## config.mk

```make
export PLATFORM = sky130hd
export DESIGN_NAME = multicycle_alu_flat
export DESIGN_NICKNAME = d
export VERILOG_FILES = /design/src/rtl/multicycle_alu_pkg.sv /design/src/rtl/multicycle_alu_if.sv /design/src/rtl/multicycle_alu_mul_seq.sv /design/src/rtl/multicycle_alu.sv /design/src/flat_wrapper.sv
export SDC_FILE = /design/constraint.sdc
export NUM_CORES = 1
export LEC_CHECK = 0
export CAP_MARGIN = 10
export CORE_AREA = 2 2 185 187
export DETAILED_ROUTE_END_ITERATION = 16
export DIE_AREA = 0 0 187 189
export DONT_BUFFER_PORTS = 1
export PLACE_DENSITY = 0.63
export SYNTH_ARGS = -nofsm -noshare
export SYNTH_HDL_FRONTEND = slang
export SYNTH_SLANG_ARGS = --single-unit
```

## constraint.sdc

```tcl
create_clock -name clk_i -period 3.84 [get_ports clk_i]
set_input_delay 0.192 -clock clk_i [delete_from_list [all_inputs] [get_ports clk_i]]
set_output_delay 0.192 -clock clk_i [all_outputs]
set_load 0.005 [all_outputs]
```

## src/rtl/multicycle_alu_pkg.sv

```systemverilog
// Shared definitions for the multicycle ALU: operand width, opcode encoding,
// controller states and the single-cycle datapath function.
package alu_pkg;

    localparam int XLEN       = 32;
    localparam int MUL_CYCLES = 32;
    localparam int CNT_W      = $clog2(MUL_CYCLES);

    typedef enum logic [2:0] {
        ALU_AND  = 3'b000,
        ALU_XOR  = 3'b001,
        ALU_SLL  = 3'b010,
        ALU_ADD  = 3'b011,
        ALU_SUB  = 3'b100,
        ALU_MUL  = 3'b101,
        ALU_ADDI = 3'b110,
        ALU_SRAI = 3'b111
    } alu_op_e;

    typedef enum logic {
        ST_IDLE = 1'b0,
        ST_MUL  = 1'b1
    } alu_state_e;

    // MUL is not handled here; it goes through the iterative multiplier.
    function automatic logic [XLEN-1:0] alu_compute(
        input alu_op_e         op,
        input logic [XLEN-1:0] a,
        input logic [XLEN-1:0] b
    );
        logic [XLEN-1:0] res;
        logic [4:0]      shamt;
        shamt = b[4:0];
        res   = '0;
        unique case (op)
            ALU_AND:  res = a & b;
            ALU_XOR:  res = a ^ b;
            ALU_SLL:  res = a << shamt;
            ALU_ADD:  res = a + b;
            ALU_SUB:  res = a - b;
            ALU_ADDI: res = a + b;
            ALU_SRAI: res = $unsigned($signed(a) >>> shamt);
            default:  res = '0;
        endcase
        return res;
    endfunction

endpackage

```

## src/rtl/multicycle_alu_if.sv

```systemverilog
// Operation/result bus of the multicycle ALU; master drives operations,
// slave (the ALU) returns handshake and result.
interface multicycle_alu_if #(
    parameter int XLEN = alu_pkg::XLEN
);
    logic            valid_i;
    logic [2:0]      ALUCtrl_i;
    logic [XLEN-1:0] data1_i;
    logic [XLEN-1:0] data2_i;
    logic            ready_o;
    logic            valid_o;
    logic [XLEN-1:0] data_o;
    logic            busy_o;

    modport master (
        output valid_i, ALUCtrl_i, data1_i, data2_i,
        input  ready_o, valid_o, data_o, busy_o
    );

    modport slave (
        input  valid_i, ALUCtrl_i, data1_i, data2_i,
        output ready_o, valid_o, data_o, busy_o
    );
endinterface

```

## src/rtl/multicycle_alu_mul_seq.sv

```systemverilog
// Iterative shift-add multiplier: one multiplier bit per cycle, LSB first.
// done_o is asserted during the last iteration with the final product on product_o.
module mul_seq
    import alu_pkg::*;
#(
    parameter int W = alu_pkg::XLEN
) (
    input  logic         clk_i,
    input  logic         rst_i,
    input  logic         start_i,
    input  logic [W-1:0] a_i,
    input  logic [W-1:0] b_i,
    output logic         done_o,
    output logic [W-1:0] product_o
);

    localparam logic [CNT_W-1:0] CNT_LAST = CNT_W'(MUL_CYCLES - 1);

    logic [W-1:0]     mcand_q, mcand_d;
    logic [W-1:0]     mplier_q, mplier_d;
    logic [W-1:0]     acc_q, acc_d;
    logic [CNT_W-1:0] cnt_q, cnt_d;
    logic             active_q, active_d;

    always_comb begin
        mcand_d  = mcand_q;
        mplier_d = mplier_q;
        acc_d    = acc_q;
        cnt_d    = cnt_q;
        active_d = active_q;
        if (start_i) begin
            mcand_d  = a_i;
            mplier_d = b_i;
            acc_d    = '0;
            cnt_d    = '0;
            active_d = 1'b1;
        end else if (active_q) begin
            acc_d    = acc_q + (mplier_q[0] ? mcand_q : '0);
            mcand_d  = mcand_q << 1;
            mplier_d = mplier_q >> 1;
            cnt_d    = cnt_q + 1'b1;
            if (cnt_q == CNT_LAST) begin
                active_d = 1'b0;
            end
        end
    end

    always_ff @(posedge clk_i) begin
        if (rst_i) begin
            mcand_q  <= '0;
            mplier_q <= '0;
            acc_q    <= '0;
            cnt_q    <= '0;
            active_q <= 1'b0;
        end else begin
            mcand_q  <= mcand_d;
            mplier_q <= mplier_d;
            acc_q    <= acc_d;
            cnt_q    <= cnt_d;
            active_q <= active_d;
        end
    end

    // Product includes the final partial term being added this cycle.
    assign done_o    = active_q && (cnt_q == CNT_LAST);
    assign product_o = acc_d;

endmodule

```

## src/rtl/multicycle_alu.sv

```systemverilog
// ALU with single-cycle logic/add/shift ops and a 32-cycle iterative multiply.
// Results are registered; valid_o pulses one cycle after completion.
//
//   state   | meaning
//   IDLE    | ready for a new op; non-MUL ops complete here in one cycle
//   MUL     | multiplier iterating; inputs ignored until its last cycle
module multicycle_alu #(
    parameter int XLEN = alu_pkg::XLEN
) (
    input  logic                clk_i,
    input  logic                rst_i,
    multicycle_alu_if.slave     bus
);
    import alu_pkg::*;

    alu_state_e      state_q, state_d;
    logic [XLEN-1:0] data_q, data_d;
    logic            valid_q, valid_d;
    logic            mul_start;
    logic            mul_done;
    logic [XLEN-1:0] mul_product;
    alu_op_e         op;

    assign op = alu_op_e'(bus.ALUCtrl_i);

    mul_seq #(.W(XLEN)) u_mul_seq (
        .clk_i     (clk_i),
        .rst_i     (rst_i),
        .start_i   (mul_start),
        .a_i       (bus.data1_i),
        .b_i       (bus.data2_i),
        .done_o    (mul_done),
        .product_o (mul_product)
    );

    always_comb begin
        state_d   = state_q;
        data_d    = data_q;
        valid_d   = 1'b0;
        mul_start = 1'b0;
        unique case (state_q)
            ST_IDLE: begin
                if (bus.valid_i) begin
                    if (op == ALU_MUL) begin
                        mul_start = 1'b1;
                        state_d   = ST_MUL;
                    end else begin
                        data_d  = alu_compute(op, bus.data1_i, bus.data2_i);
                        valid_d = 1'b1;
                    end
                end
            end
            ST_MUL: begin
                if (mul_done) begin
                    data_d  = mul_product;
                    valid_d = 1'b1;
                    state_d = ST_IDLE;
                end
            end
            default: state_d = ST_IDLE;
        endcase
    end

    always_ff @(posedge clk_i) begin
        if (rst_i) begin
            state_q <= ST_IDLE;
            data_q  <= '0;
            valid_q <= 1'b0;
        end else begin
            state_q <= state_d;
            data_q  <= data_d;
            valid_q <= valid_d;
        end
    end

    assign bus.ready_o = (state_q == ST_IDLE);
    assign bus.busy_o  = (state_q != ST_IDLE);
    assign bus.valid_o = valid_q;
    assign bus.data_o  = data_q;

endmodule

```

## src/flat_wrapper.sv

```systemverilog
// flat-port wrapper written by rule: the top's interface ports become plain ports
module multicycle_alu_flat import alu_pkg::*;
#(
    parameter int XLEN = alu_pkg::XLEN
)
  (clk_i, rst_i, bus_valid_i, bus_ALUCtrl_i, bus_data1_i, bus_data2_i, bus_ready_o, bus_valid_o, bus_data_o, bus_busy_o);
  multicycle_alu_if #(.XLEN(XLEN)) bus_i ();
  input  logic clk_i;
  input  logic rst_i;
  input wire logic [$bits(bus_i.valid_i)-1:0] bus_valid_i;
  input wire logic [$bits(bus_i.ALUCtrl_i)-1:0] bus_ALUCtrl_i;
  input wire logic [$bits(bus_i.data1_i)-1:0] bus_data1_i;
  input wire logic [$bits(bus_i.data2_i)-1:0] bus_data2_i;
  output wire logic [$bits(bus_i.ready_o)-1:0] bus_ready_o;
  output wire logic [$bits(bus_i.valid_o)-1:0] bus_valid_o;
  output wire logic [$bits(bus_i.data_o)-1:0] bus_data_o;
  output wire logic [$bits(bus_i.busy_o)-1:0] bus_busy_o;
  assign bus_i.valid_i = bus_valid_i;
  assign bus_i.ALUCtrl_i = bus_ALUCtrl_i;
  assign bus_i.data1_i = bus_data1_i;
  assign bus_i.data2_i = bus_data2_i;
  assign bus_ready_o = bus_i.ready_o;
  assign bus_valid_o = bus_i.valid_o;
  assign bus_data_o = bus_i.data_o;
  assign bus_busy_o = bus_i.busy_o;
  multicycle_alu #(.XLEN(XLEN)) u_core (.clk_i(clk_i), .rst_i(rst_i), .bus(bus_i));
endmodule
```

==> results.sh <==
export IMPL_fin_tns_setup_ns=0
export IMPL_synth_area_per_cell_um2=8.25
export IMPL_area_growth_pct=12.0
export IMPL_hold_path_class="primary input to flop"
export IMPL_worst_slew_pin_slew_ns=0.947
export IMPL_drcViolationCount=0
export IMPL_multi_input_area_mm2=0.0113
export IMPL_fp_dieH_um=189
export IMPL_finalHoldViolCount=0
export IMPL_fmax_mhz=270
export IMPL_grt_pass1_wl_um=90900
export IMPL_p_int_uw=3200
export IMPL_vias=15200
export IMPL_place_area_mm2=0.0153
export IMPL_skew_ns=0.00859
export IMPL_finalCritPeriodShare_pct=96.6
export IMPL_synth_seq_cells=136
export IMPL_post_cts_setup_buffer_count=0
export IMPL_rrSetupSlack_ns=0.13
export IMPL_slew_viol_final=0
export IMPL_worstHoldStart="bus_data2_i[16]"
export IMPL_cts_root_buf="clkbuf_16"
export IMPL_synthDistinctLibCells=93
export IMPL_start_util_pct=44.4
export IMPL_min_period_ns=3.71
export IMPL_comb_power_share_pct=33.2
export IMPL_cts_max_path_buffers=2
export IMPL_ctsHoldBuffers=61
export IMPL_drt_wl_total_um=61300
export IMPL_hpwlAfterDp_um=44300
export IMPL_rows=67
export IMPL_power_density_mw_per_mm2=294
export IMPL_clk_pin_slew_worst_paths_ns=0.06
export IMPL_p_switching_uw=1670
export IMPL_fin_ws_ns=0.130
export IMPL_h_tree_depth=4
export IMPL_cts_inserted_buffers=17
export IMPL_dr_pass1_iters=7
export IMPL_yosysSeqAreaShare_pct=18.4
export IMPL_synthTopCellsByCount="219 x nor2_1, 136 x dfxtp_1, 132 x mux2i_1"
export IMPL_clock_latency_ns=0.44
export IMPL_rsz0062_at_grt="no"
export IMPL_drtIter0Drc=1741
export IMPL_ir_worst_vdd_mv=0.331
export IMPL_min_to="u_core.u_mul_seq.mplier_q[16]"
export IMPL_cts_tree="built"
export IMPL_yosys_area_top_type="dfxtp_1"
export IMPL_switching_share_pct=34.4
export IMPL_clock_sinks=136
export IMPL_synth_area_mm2=0.0148
export IMPL_synth_ff_type="dfxtp_1"
export IMPL_synth_edf_count=0
export IMPL_portBuffers=0
export IMPL_outcome="finished clean"
export IMPL_maxSlewHeadroom_pct=36.9
export IMPL_fillers=3280
export IMPL_routabilityCongestion=1.02
export IMPL_min_path_cells=2
export IMPL_async_flop_share_pct=0
export IMPL_grt_ovfl_total=0
export IMPL_die_x_um=187
export IMPL_place_inst=2182
export IMPL_pwr_share_clk_pct=35.5
export IMPL_yosys_top_cells_area="dfxtp_1 18%, mux4_2 9.8%, mux2i_1 8.9%"
export IMPL_regArea_mm2=0.00273
export IMPL_antenna_left=0
export IMPL_yosysWarnings=0
export IMPL_yosysMostFrequentCell="nor2_1"
export IMPL_p_seq_share_pct=31.4
export IMPL_critical_path_class="flop to flop"
export IMPL_r2r_end="u_core.bus.data_o[30]"
export IMPL_cp_end_kind="flop"
export IMPL_cp_max_fo=24
export IMPL_leakage_uw=0.00624
export IMPL_via_per_inst=6.66
export IMPL_regToRegStartpoint="u_core.u_mul_seq.mplier_q[0]"
export IMPL_placeableCoreArea_mm2=0.0333
export IMPL_ios=105
export IMPL_netlist_area_leader_share_pct=18.4
export IMPL_grt_pass1_vias=14100
export IMPL_ctsResizeCount=0
export IMPL_die_area_mm2=0.0353
export IMPL_setup_viol=0
export IMPL_drive_gt1_share_pct=12.7
export IMPL_fin_nets=1989
export IMPL_synth_nets=1966
export IMPL_grt_usage_pct=33.9
export IMPL_grt_max_degree=129
export IMPL_place_worst_setup_slack_ns=-0.0138
export IMPL_cp_required_ns=4.15
export IMPL_r2r_cells=11
export IMPL_wl_per_cell_um=26.9
export IMPL_stdcell_count=2278
export IMPL_drv_cap=0
export IMPL_start_kind="flop"
export IMPL_synthCells=1791
export IMPL_worstPathArrival_ns=4.02
export IMPL_final_util_pct=49.7
export IMPL_grt_antenna_before_repair=3
export IMPL_final_area_mm2=0.0165
==> critical path, cell delays in order, from the launching register on <==
cell and delay (ns):
dfxtp_1 0.43, buf_12 0.19, and2_1 0.20, ha_1 0.31, a21oi_1 0.25, o21ai_1 0.18, a2111oi_0 0.46, a21oi_1 0.25
o41ai_1 0.57, mux2i_1 0.18, o21ai_0 0.44, a21oi_1 0.13
==> layer usage <==
layer	vias to the layer above	track usage (%)	wire length [um]
met2	819	54.3	27600
met3	157	6.47	5560
met1	7317	44.5	25200
met5	-	0	32
met4	4	15.0	3000
li1	6880	-	-
==> registers in the layout, indices dropped and copies added, names as in the netlist <==
name                       count
u_core.bus.data_o             32
u_core.u_mul_seq.acc_q        32
u_core.u_mul_seq.mcand_q      32
u_core.u_mul_seq.mplier_q     32
u_core.u_mul_seq.cnt_q         5
u_core.bus.busy_o              1
u_core.bus.valid_o             1
u_core.u_mul_seq.active_q      1
==> power by group through the flow <==
stage	logic [uW]	registers (uW)	clock network (uW)
global route	1720	1530	1810
finish	1610	1530	1730
CTS	1570	1530	1740
global placement	1470	1560	0
floorplan	1100	1530	0
detailed placement	1480	1560	0
==> final cells by class <==
cell class                 count  share of cell area [%]
tap                          448                    3.39
multi-input combinational   1500                    68.5
timing repair buffer         138                    7.44
clock buffer                  20                    2.82
antenna                        3                  0.0454
sequential                   136                    16.5
clock inverter                12                   0.832
inverter                      21                   0.476
==> worst max path at each step <==
| stage | startpoint | endpoint | slack (ns) |
|---|---|---|---|
| finish | u_core.u_mul_seq.mplier_q[0] | u_core.bus.data_o[30] | 0.13 |
| global route | u_core.u_mul_seq.mplier_q[0] | u_core.bus.data_o[28] | 0.001 |
| CTS | u_core.u_mul_seq.mplier_q[0] | u_core.bus.data_o[30] | 0.18 |
| detailed placement | bus_data2_i[6] | u_core.bus.data_o[23] | -0.01 |
| global placement | bus_data2_i[6] | u_core.bus.data_o[23] | 0.007 |
| floorplan | bus_data2_i[0] | u_core.bus.data_o[31] | 0.11 |
==> through the flow <==
stage	total power (uW)	hold WS, ns
final	4870	0.00389
after global routing	5060	0.0100
after CTS	4840	0.00553
after detailed placement	3030	0.276
after global placement	3020	0.272
after floorplan	2630	0.328
==> layout by cell type (no fill, tap or decap), types with 18 or more instances in the layout <==
cell type / n
a211oi_1: 99
xnor2_1: 41
nand2_1: 129
a21o_1: 20
a221oi_1: 19
xor2_1: 28
nor2_1: 219
ha_1: 103
a21oi_1: 108
o21ai_0: 77
dlygate4sd3_1: 60
buf_4: 75
dfxtp_1: 135
o211ai_1: 18
and2_1: 44
nor3_1: 41
o21ai_1: 31
o21a_1: 20
mux4_2: 64
mux2_2: 25
mux2i_1: 132
nand3_1: 29
==> logic make-up after synthesis <==
kind of cell	after synthesis	synth area share, %
xor+xnor	69	4.09
compound gates	535	24.6
flops	136	18.4
fa+ha+maj	105	8.99
mux	222	20.8
simple gates	569	18.2
buf+inv	155	4.96
Note: power is estimated with default switching activity, not from simulation.
